===== config.mk =====
export PLATFORM = sky130hd
export DESIGN_NAME = pitch_height_tracker
export DESIGN_NICKNAME = d
export VERILOG_FILES = /design/src/rtl/pitch_height_tracker.sv
export SDC_FILE = /design/constraint.sdc
export NUM_CORES = 2
export LEC_CHECK = 0
export CAP_MARGIN = 20
export CORE_AREA = 2 2 612 614
export DETAILED_ROUTE_END_ITERATION = 8
export DIE_AREA = 0 0 614 616
export GPL_TIMING_DRIVEN = 1
export SYNTH_ARGS = -nofsm -noshare
export SYNTH_HDL_FRONTEND = slang
export SYNTH_SLANG_ARGS = --single-unit

===== constraint.sdc =====
create_clock -name clk -period 13 [get_ports clk]
set_input_delay 3.9 -clock clk [delete_from_list [all_inputs] [get_ports clk]]
set_output_delay 3.9 -clock clk [all_outputs]
set_load 0.01 [all_outputs]

===== src/rtl/pitch_height_tracker.sv =====
`default_nettype none
// ============================================================================
// Module      : pitch_height_tracker
// Description : Mic-to-height pitch path. Decimates the mic ADC stream into
//               sample ticks and packs N_POINTS-sample frames for an external
//               FFT (start/done handshake). Scans the magnitude bins for the
//               peak, maps it to a sprite height and optionally smooths the
//               height with a power-of-two moving average. Frames arriving
//               while the FFT path is busy are dropped and counted.
// Ports       : clk, reset (sync, active-high)
//               mic_data      - unsigned ADC sample
//               smooth_en     - 1: averaged height, 0: raw height
//               fft_in        - latched frame, element 0 = newest sample
//               fft_start     - one-cycle pulse when a frame is latched
//               fft_status    - FFT done level (rising edge = results valid)
//               fft_out       - bin magnitudes 0..N_POINTS/2-1
//               height        - current height
//               height_valid  - one-cycle pulse when height updates
//               peak_bin      - last winning bin
//               overrun_cnt   - dropped-frame count, saturating at 255
// Revision    : 1.0 - initial release
// ============================================================================
module pitch_height_tracker #(
    parameter int SAMPLE_DIV  = 50000,
    parameter int N_POINTS    = 64,
    parameter int SAMPLE_W    = 12,
    parameter int FFT_W       = 16,
    parameter int DROP_LSB    = 5,
    parameter int FRAC_BITS   = 8,
    parameter int HEIGHT_BASE = 100,
    parameter int HEIGHT_STEP = 9,
    parameter int AVG_LOG2    = 4,
    parameter int MIN_MAG     = 0
) (
    input  logic                                  clk,
    input  logic                                  reset,
    input  logic [SAMPLE_W-1:0]                   mic_data,
    input  logic                                  smooth_en,
    output logic [N_POINTS-1:0][FFT_W-1:0]        fft_in,
    output logic                                  fft_start,
    input  logic                                  fft_status,
    input  logic [N_POINTS/2-1:0][FFT_W-1:0]      fft_out,
    output logic [9:0]                            height,
    output logic                                  height_valid,
    output logic [$clog2(N_POINTS)-2:0]           peak_bin,
    output logic [7:0]                            overrun_cnt
);

    localparam int DIV_W  = (SAMPLE_DIV > 1) ? $clog2(SAMPLE_DIV) : 1;
    localparam int CNT_W  = $clog2(N_POINTS);
    localparam int IDX_W  = $clog2(N_POINTS) - 1;
    localparam int HIST_N = 1 << AVG_LOG2;
    localparam int SUM_W  = 10 + AVG_LOG2;
    localparam int PACK_W = SAMPLE_W + 1 + FRAC_BITS;

    localparam logic [DIV_W-1:0] c_div_last = DIV_W'(SAMPLE_DIV - 1);
    localparam logic [CNT_W-1:0] c_cnt_last = CNT_W'(N_POINTS - 1);
    localparam logic [IDX_W-1:0] c_idx_last = IDX_W'(N_POINTS / 2 - 1);

    typedef enum logic [1:0] {
        S_FILL     = 2'd0,
        S_WAIT_FFT = 2'd1,
        S_SCAN     = 2'd2,
        S_UPDATE   = 2'd3
    } state_t;

    state_t                          r_state, w_state_next;
    logic [DIV_W-1:0]                r_div;
    logic                            r_tick;
    logic [CNT_W-1:0]                r_sample_cnt;
    logic [N_POINTS-1:0][FFT_W-1:0]  r_shift;
    logic                            r_prev_status;
    logic [IDX_W-1:0]                r_idx;
    logic [IDX_W-1:0]                r_best;
    logic [FFT_W-1:0]                r_max;
    logic [HIST_N-1:0][9:0]          r_hist;
    logic [SUM_W-1:0]                r_sum;

    logic [PACK_W-1:0]               w_pack;
    logic [FFT_W-1:0]                w_word;
    logic [N_POINTS-1:0][FFT_W-1:0]  w_shift_next;
    logic                            w_boundary;
    logic                            w_done;
    logic                            w_silent;
    logic [31:0]                     w_raw_full;
    logic [9:0]                      w_raw;
    logic [SUM_W-1:0]                w_sum_next;
    logic [9:0]                      w_avg;

    // Packed sample: drop mic LSBs, then append fractional zero bits.
    assign w_pack       = (PACK_W'({1'b0, mic_data}) >> DROP_LSB) << FRAC_BITS;
    assign w_word       = FFT_W'(w_pack);
    assign w_shift_next = {r_shift[N_POINTS-2:0], w_word};

    // The frame is complete on the tick that brings in its last sample; the
    // latched frame includes that sample.
    assign w_boundary   = r_tick && (r_sample_cnt == c_cnt_last);
    assign w_done       = fft_status & ~r_prev_status;

    // Signed compare keeps MIN_MAG = 0 well-defined (never silent).
    assign w_silent     = (int'({1'b0, r_max}) < MIN_MAG);

    always_comb begin
        w_raw_full = 32'(HEIGHT_BASE);
        if (!w_silent && (r_best != '0)) begin
            w_raw_full = 32'(HEIGHT_BASE) + 32'(HEIGHT_STEP) * 32'(r_best);
        end
        w_raw = (w_raw_full > 32'd1023) ? 10'd1023 : w_raw_full[9:0];
    end

    assign w_sum_next = r_sum - SUM_W'(r_hist[HIST_N-1]) + SUM_W'(w_raw);
    assign w_avg      = 10'(w_sum_next >> AVG_LOG2);

    // Sample-tick divider; the tick is registered one cycle after the
    // counter reaches its last value.
    always_ff @(posedge clk) begin
        if (reset) begin
            r_div  <= '0;
            r_tick <= 1'b0;
        end else begin
            r_div  <= (r_div == c_div_last) ? '0 : r_div + DIV_W'(1);
            r_tick <= (r_div == c_div_last);
        end
    end

    always_ff @(posedge clk) begin
        if (reset) begin
            r_state <= S_FILL;
        end else begin
            r_state <= w_state_next;
        end
    end

    always_comb begin
        w_state_next = r_state;
        case (r_state)
            S_FILL:     if (w_boundary)           w_state_next = S_WAIT_FFT;
            S_WAIT_FFT: if (w_done)               w_state_next = S_SCAN;
            S_SCAN:     if (r_idx == c_idx_last)  w_state_next = S_UPDATE;
            S_UPDATE:                             w_state_next = S_FILL;
            default:                              w_state_next = S_FILL;
        endcase
    end

    always_ff @(posedge clk) begin
        if (reset) begin
            r_sample_cnt  <= '0;
            r_shift       <= '0;
            r_prev_status <= 1'b0;
            r_idx         <= '0;
            r_best        <= '0;
            r_max         <= '0;
            r_hist        <= '0;
            r_sum         <= '0;
            fft_in        <= '0;
            fft_start     <= 1'b0;
            height        <= '0;
            height_valid  <= 1'b0;
            peak_bin      <= '0;
            overrun_cnt   <= '0;
        end else begin
            fft_start     <= 1'b0;
            height_valid  <= 1'b0;
            r_prev_status <= fft_status;

            // Sampling runs in every state and never stalls.
            if (r_tick) begin
                r_shift      <= w_shift_next;
                r_sample_cnt <= r_sample_cnt + CNT_W'(1);
            end

            if (w_boundary) begin
                if (r_state == S_FILL) begin
                    fft_in    <= w_shift_next;
                    fft_start <= 1'b1;
                end else if (overrun_cnt != 8'hFF) begin
                    overrun_cnt <= overrun_cnt + 8'd1;
                end
            end

            case (r_state)
                S_WAIT_FFT: begin
                    if (w_done) begin
                        r_idx  <= IDX_W'(1);
                        r_max  <= fft_out[0];
                        r_best <= '0;
                    end
                end
                S_SCAN: begin
                    // Strict compare: ties stay with the lower bin.
                    if (fft_out[r_idx] > r_max) begin
                        r_max  <= fft_out[r_idx];
                        r_best <= r_idx;
                    end
                    r_idx <= r_idx + IDX_W'(1);
                end
                S_UPDATE: begin
                    for (int i = HIST_N - 1; i > 0; i--) begin
                        r_hist[i] <= r_hist[i-1];
                    end
                    r_hist[0]    <= w_raw;
                    r_sum        <= w_sum_next;
                    height       <= smooth_en ? w_avg : w_raw;
                    peak_bin     <= r_best;
                    height_valid <= 1'b1;
                end
                default: ;
            endcase
        end
    end

endmodule
`default_nettype wire


Word level (Yosys, flattened, before mapping)

Index checks and enable logic that the tools add are counted.

Output and inout bits: 1049
Flip-flop bits (word level): 1140
Input bits: 528

Multipliers: 1
Reductions and logical operators: 11
Mux-type cells: 19
Eq/ne operators: 11
Bitwise gates (word level): 4
Add/subtract/negate cells: 7
Magnitude comparators: 3

Operator list:

| operator                                                                          | count |
|---|---|
| 16-bit binary-select mux with 5-bit select                                        | 1 |
| 16-bit two-way mux                                                                | 3 |
| 32-bit by 10-bit greater-than comparator with 1-bit output, second input constant | 1 |
| 32-bit two-way mux                                                                | 1 |
| 16-bit case mux with 2 select lines                                               | 1 |
| 10-bit two-way mux                                                                | 2 |
| 5-bit case mux with 2 select lines                                                | 2 |
| 16-bit by 1-bit adder with 16-bit output, second input constant                   | 1 |
| 16-bit equality test, second input constant                                       | 1 |
| 16-bit greater-than comparator                                                    | 1 |
| 5-bit two-way mux                                                                 | 3 |
| 14-bit by 10-bit adder with 14-bit output                                         | 1 |
| 14-bit by 10-bit subtractor with 14-bit output                                    | 1 |
| 7-bit by 9-bit adder with 10-bit output, first input constant                     | 1 |
| 4-bit by 5-bit multiplier with 9-bit output, first input constant                 | 1 |
| 3-bit AND reduction                                                               | 3 |
| 8-bit by 1-bit adder with 8-bit output, second input constant                     | 1 |
| 2-bit inequality test, second input constant                                      | 4 |
| 8-bit inequality test, second input constant                                      | 1 |
| 2-bit case mux with 4 select lines                                                | 1 |
| 6-bit by 1-bit adder with 6-bit output, second input constant                     | 1 |
| 6-bit equality test, second input constant                                        | 1 |
| 5-bit by 6-bit less-than comparator with 1-bit output, second input constant      | 1 |
| 2-bit two-way mux                                                                 | 3 |
| 13 further kinds                                                                  | 19 |

Depth between registers and ports, before layout

Depth in word-level cells: 7
Depth in mapped cells: 19
Mapped depth without buffers: 19

Worst setup path after synthesis

No wires, ideal clock.

Path type: input to register
Start point: input port fft_out[63] in the netlist's numbering
End point: register r_max[10]
Data arrival time: 6.675 ns
Path buffers: 2
Data required time: 12.862 ns
Cell stages on the path: 13
Slack: 6.188 ns
Cell sequence: mux4_1 -> a22o_1 -> a2111oi_2 -> a21oi_2 -> ha_1 -> nand4_1 -> nor4_1 -> o21ai_1 -> a31oi_1 -> or2_1 -> clkbuf_1 -> clkbuf_1 -> a211oi_1

Longest elaborated chain between the ends: 5

Ends and longest elaborated chain:

| what                                       | line | RTL |
|---|---|---|
| from (decl)                                | 42   | `input logic [N_POINTS/2-1:0][FFT_W-1:0] fft_out,` |
| 16-bit binary-select mux with 5-bit select | 191  | `if (fft_out[r_idx] > r_max) begin` |
| 16-bit two-way mux (implied by the code)   | 191  |  |
| 16-bit greater-than comparator             | 191  |  |
| 2-bit inequality test (no line)            | --   |  |
| 3-bit AND reduction (no line)              | --   |  |
| to (signal assigned)                       | 185  | `r_max <= fft_out[0];` |
| to (signal assigned)                       | 192  | `r_max <= fft_out[r_idx];` |
| to (decl)                                  | 75   | `logic [FFT_W-1:0] r_max;` |

No other way between the ends. The select of a mux whose other input is x is not followed.
A chain may end at the register's enable or synchronous reset.

Worst setup path after layout

Start point: input port fft_out[63] in the netlist's numbering
End point: register r_max[11]

The elaborated chain is that of the path after synthesis.

==> results.txt <==
Layout area overhead = 36.43%
fmax = 124.5 MHz
Max-Cap Viols = 0
RSZ-0062 raised after global routing = false
layout cells sized above 1 = 6.498%
average wire per standard cell = 20.23 µm
fin cells = 11411
GRT overflow = 0
H-tree levels = 4
Cell Rows = 224
post-detailed-placement half-perimeter wirelength = 182.9 mm
Worst-path clk slew = 0.06 ns
Crit path largest cell delay = 0.61 ns
CTS buffer count = 140
crit-path leading delay family = compound AO/OA/AOI/OAI gates
startpoint types = input port
Sum Neg Setup Slack = 0 ns
minimum clock period = 8.033 ns
hold depth = 2
R2R cell count = 14
clock latency on the worst-skew pair = 0.86 ns
Setup Skew = 0.05799 ns
Final GP Congestion = 0.9112
Die ar. = 378200 µm²
Final period util = 61.79%
Final Hold Fails = 0
Yosys Warn Count = 0
worst-margin pin slew = 1.350 ns
Clock power frac = 47.7%
Die W = 614 µm
drt first pass iters = 7
Worst slew margin = 10.01%
pwr dens = 129.0 nW/µm²
Fill cells = 41402
pre-CTS setup slack = 4.122 ns
switch share = 25.93%
GRT Total Usage = 11.54%
CP Capture Type = flip-flop
CTS Hold Bufs = 0
Logic pwr share = 11.9%
Post-synth EDFFs = 0
Resize count post-CTS = 0
Starting Density = 13.43%
Cell Chain, Critical Path = clkdlybuf4s50_1, mux4_1, a22o_1, a2111oi_2, a21oi_2, ha_1, nand4_1, nor4_1, o21ai_1, a31oi_1, or2_1, buf_8, nor2_1, a211oi_1
syn_area_per_cell = 9.187 µm²
Core ar. = 371400 µm²
CP max FO = 17
PortBufs = 995
number of synthesized register bits = 1140
Routed Antenna Nets = 0
Slowest-stage cell, CP = or2_1
CTS tree = built
WP buf/inv = 2
initial antenna violation count = 103
initial drt markers = 3242
Seq/Total Area, Yosys = 45.77%
DR vias/cell = 3.466
Die Y = 616 µm
Mapped Area = 49870 µm²
WS Path Type = input port to flip-flop
status = finished clean
global-route wire length before repair = 300.3 mm
max-slew violations = 0
Crit. path cell count = 14
Tightest Hold Check Type = flip-flop to flip-flop
r2r setup slk = 6.71 ns
drt total wl = 230.9 mm
Clock Path Buffers = 4
routed vias = 39548
switching power = 2.276 mW
post-route setup slack = 4.967 ns
Main synth FF type = dfxtp_1
Worst EP arrival = 8.74 ns
sequential group share of total power = 40.4%
number of global-route vias before repair = 35026
Post-synth ARST share = 0%
Final #Nets = 6860
Root Driver = clkbuf_16
largest net degree at the start of global routing = 204
Leak Pwr = 22.17 nW
placed cells = 11098
Max rail drop VDD = 0.09552 mV
final setup violation count = 0
Synth Instances = 5428
Post-route DRC = 0
DP Area = 62970 µm²
io pins = 1577
Post-CTS Setup Bufs = 0
P_int = 6.501 mW
WP data required = 13.70 ns
fin area = 68030 µm²
CTS sink count = 1140
Netlist cell types = 58
## power by group through the flow
stage | registers, mW | logic (mW) | clock network, mW
5_1_grt | 3.55 | 1.11 | 4.45
6_report | 3.55 | 1.04 | 4.19
3_3_place_gp | 3.63 | 1.03 | 0
2_1_floorplan | 3.60 | 0.784 | 0
4_1_cts | 3.55 | 1.04 | 4.32
3_5_place_dp | 3.63 | 1.03 | 0
## layout make-up
| class | count | area (µm²) | share of cell area, % |
|---|---|---|---|
| antenna | 68 | 170.2 | 0.2501 |
| clock buffer | 198 | 4014 | 5.900 |
| clock inverter | 46 | 865.8 | 1.273 |
| inverter | 67 | 251.5 | 0.3697 |
| multi-input combinational | 3861 | 23120 | 33.99 |
| sequential | 1140 | 22840 | 33.57 |
| tap | 4972 | 6221 | 9.144 |
| timing repair buffer | 1059 | 10550 | 15.51 |
## per-stage QoR
stage | hold slack (ns) | util (%) | total power [mW]
after floorplan | 0.4299 | - | 4.385
after global placement | 0.4416 | 16.96 | 4.655
after detailed placement | 0.4453 | 16.96 | 4.659
after CTS | 0.4437 | 18.27 | 8.908
after global routing | 0.4647 | 18.28 | 9.109
final | 0.4459 | 18.32 | 8.777
## layout by cell type (no fill, tap or decap), types with 16 or more instances in the layout
| cell | count |
|---|---|
| dfxtp_1 | 1135 |
| clkdlybuf4s50_1 | 994 |
| nand2_1 | 937 |
| nor2_1 | 694 |
| mux2i_1 | 691 |
| conb_1 | 576 |
| a21oi_1 | 501 |
| clkbuf_16 | 142 |
| mux4_2 | 89 |
| diode_2 | 68 |
| inv_1 | 67 |
| buf_4 | 55 |
| ha_1 | 51 |
| clkbuf_1 | 31 |
| xor2_1 | 25 |
| a211oi_1 | 25 |
| clkbuf_8 | 25 |
| a22oi_1 | 22 |
| o21ai_0 | 20 |
| bufinv_16 | 19 |
| nand3_1 | 18 |
| o221ai_1 | 16 |
## flip-flops by register name, indices dropped and copies added, names as in the netlist, 8 cells and up
register	count
r_sum	14
overrun_cnt	8
fft_in	448
r_div	16
r_shift	441
r_hist	160
height	10
r_max	16
## synthesized netlist by cell type, types with 4 or more instances
library cell | n | area [µm²]
a22o_1 | 15 | 131.4
or3_1 | 4 | 25.02
a21oi_2 | 15 | 131.4
nor2_1 | 695 | 2609
mux4_1 | 7 | 183.9
o22ai_1 | 15 | 93.84
a21oi_1 | 501 | 2507
mux4_2 | 89 | 2004
nand2b_1 | 9 | 56.30
nand4_1 | 15 | 93.84
inv_1 | 67 | 251.5
nor2b_1 | 5 | 31.28
and3_1 | 7 | 43.79
buf_6 | 6 | 67.56
buf_1 | 54 | 202.7
buf_12 | 7 | 140.1
dfxtp_1 | 1140 | 22820
buf_4 | 580 | 4354
ha_1 | 52 | 650.6
nor3_1 | 15 | 75.07
buf_2 | 24 | 120.1
mux2i_1 | 691 | 6917
clkbuf_1 | 262 | 983.4
xnor2_1 | 15 | 131.4
a21o_1 | 8 | 60.06
a22oi_1 | 22 | 165.2
xor2_1 | 25 | 219.0
o21ai_0 | 20 | 100.1
nand2_1 | 938 | 3521
a31oi_1 | 4 | 25.02
o221ai_1 | 16 | 140.1
a2111oi_2 | 14 | 210.2
nand3_1 | 19 | 95.09
a211oi_1 | 25 | 187.7
fa_1 | 11 | 220.2
## logic make-up after synthesis
kind of cell | count (synthesis) | share of synthesized area, %
and+or+nand+nor | 1722 | 13.36
DFF | 1140 | 45.77
buffers and inverters | 1002 | 12.32
muxes | 787 | 18.26
AOI/OAI and AO/OA | 673 | 7.846
adders and majority gates | 63 | 1.746
xor gates and xnor gates | 40 | 0.7026
other | 1 | 0.007520
## final timing paths
check	from	end
min reg2reg	r_shift[430]$_SDFFE_PP0P_	fft_in[446]$_SDFFE_PP0P_
min	r_shift[430]$_SDFFE_PP0P_	fft_in[446]$_SDFFE_PP0P_
max reg2reg	r_idx[3]$_SDFFE_PP0P_	r_max[11]$_SDFFE_PP0P_
max	fft_out[63]	r_max[11]$_SDFFE_PP0P_
## per-layer routing
layer | share of wire [%] | wire length [µm] | vias up | GRT usage [%]
met5 | 0.17 | 385 | - | 0
met4 | 2.2 | 5091 | 58 | 2.921
met3 | 11 | 25920 | 276 | 4.597
met2 | 41 | 94380 | 1452 | 16.34
met1 | 46 | 105100 | 18995 | 16.04
li1 | - | - | 18767 | -
## tightest hold or removal path: stages, from the launching register on
cell     delay (ns)
dfxtp_1        0.32
nand2_1        0.06
a21oi_1        0.05
Note: power is estimated with default switching activity, not from simulation.
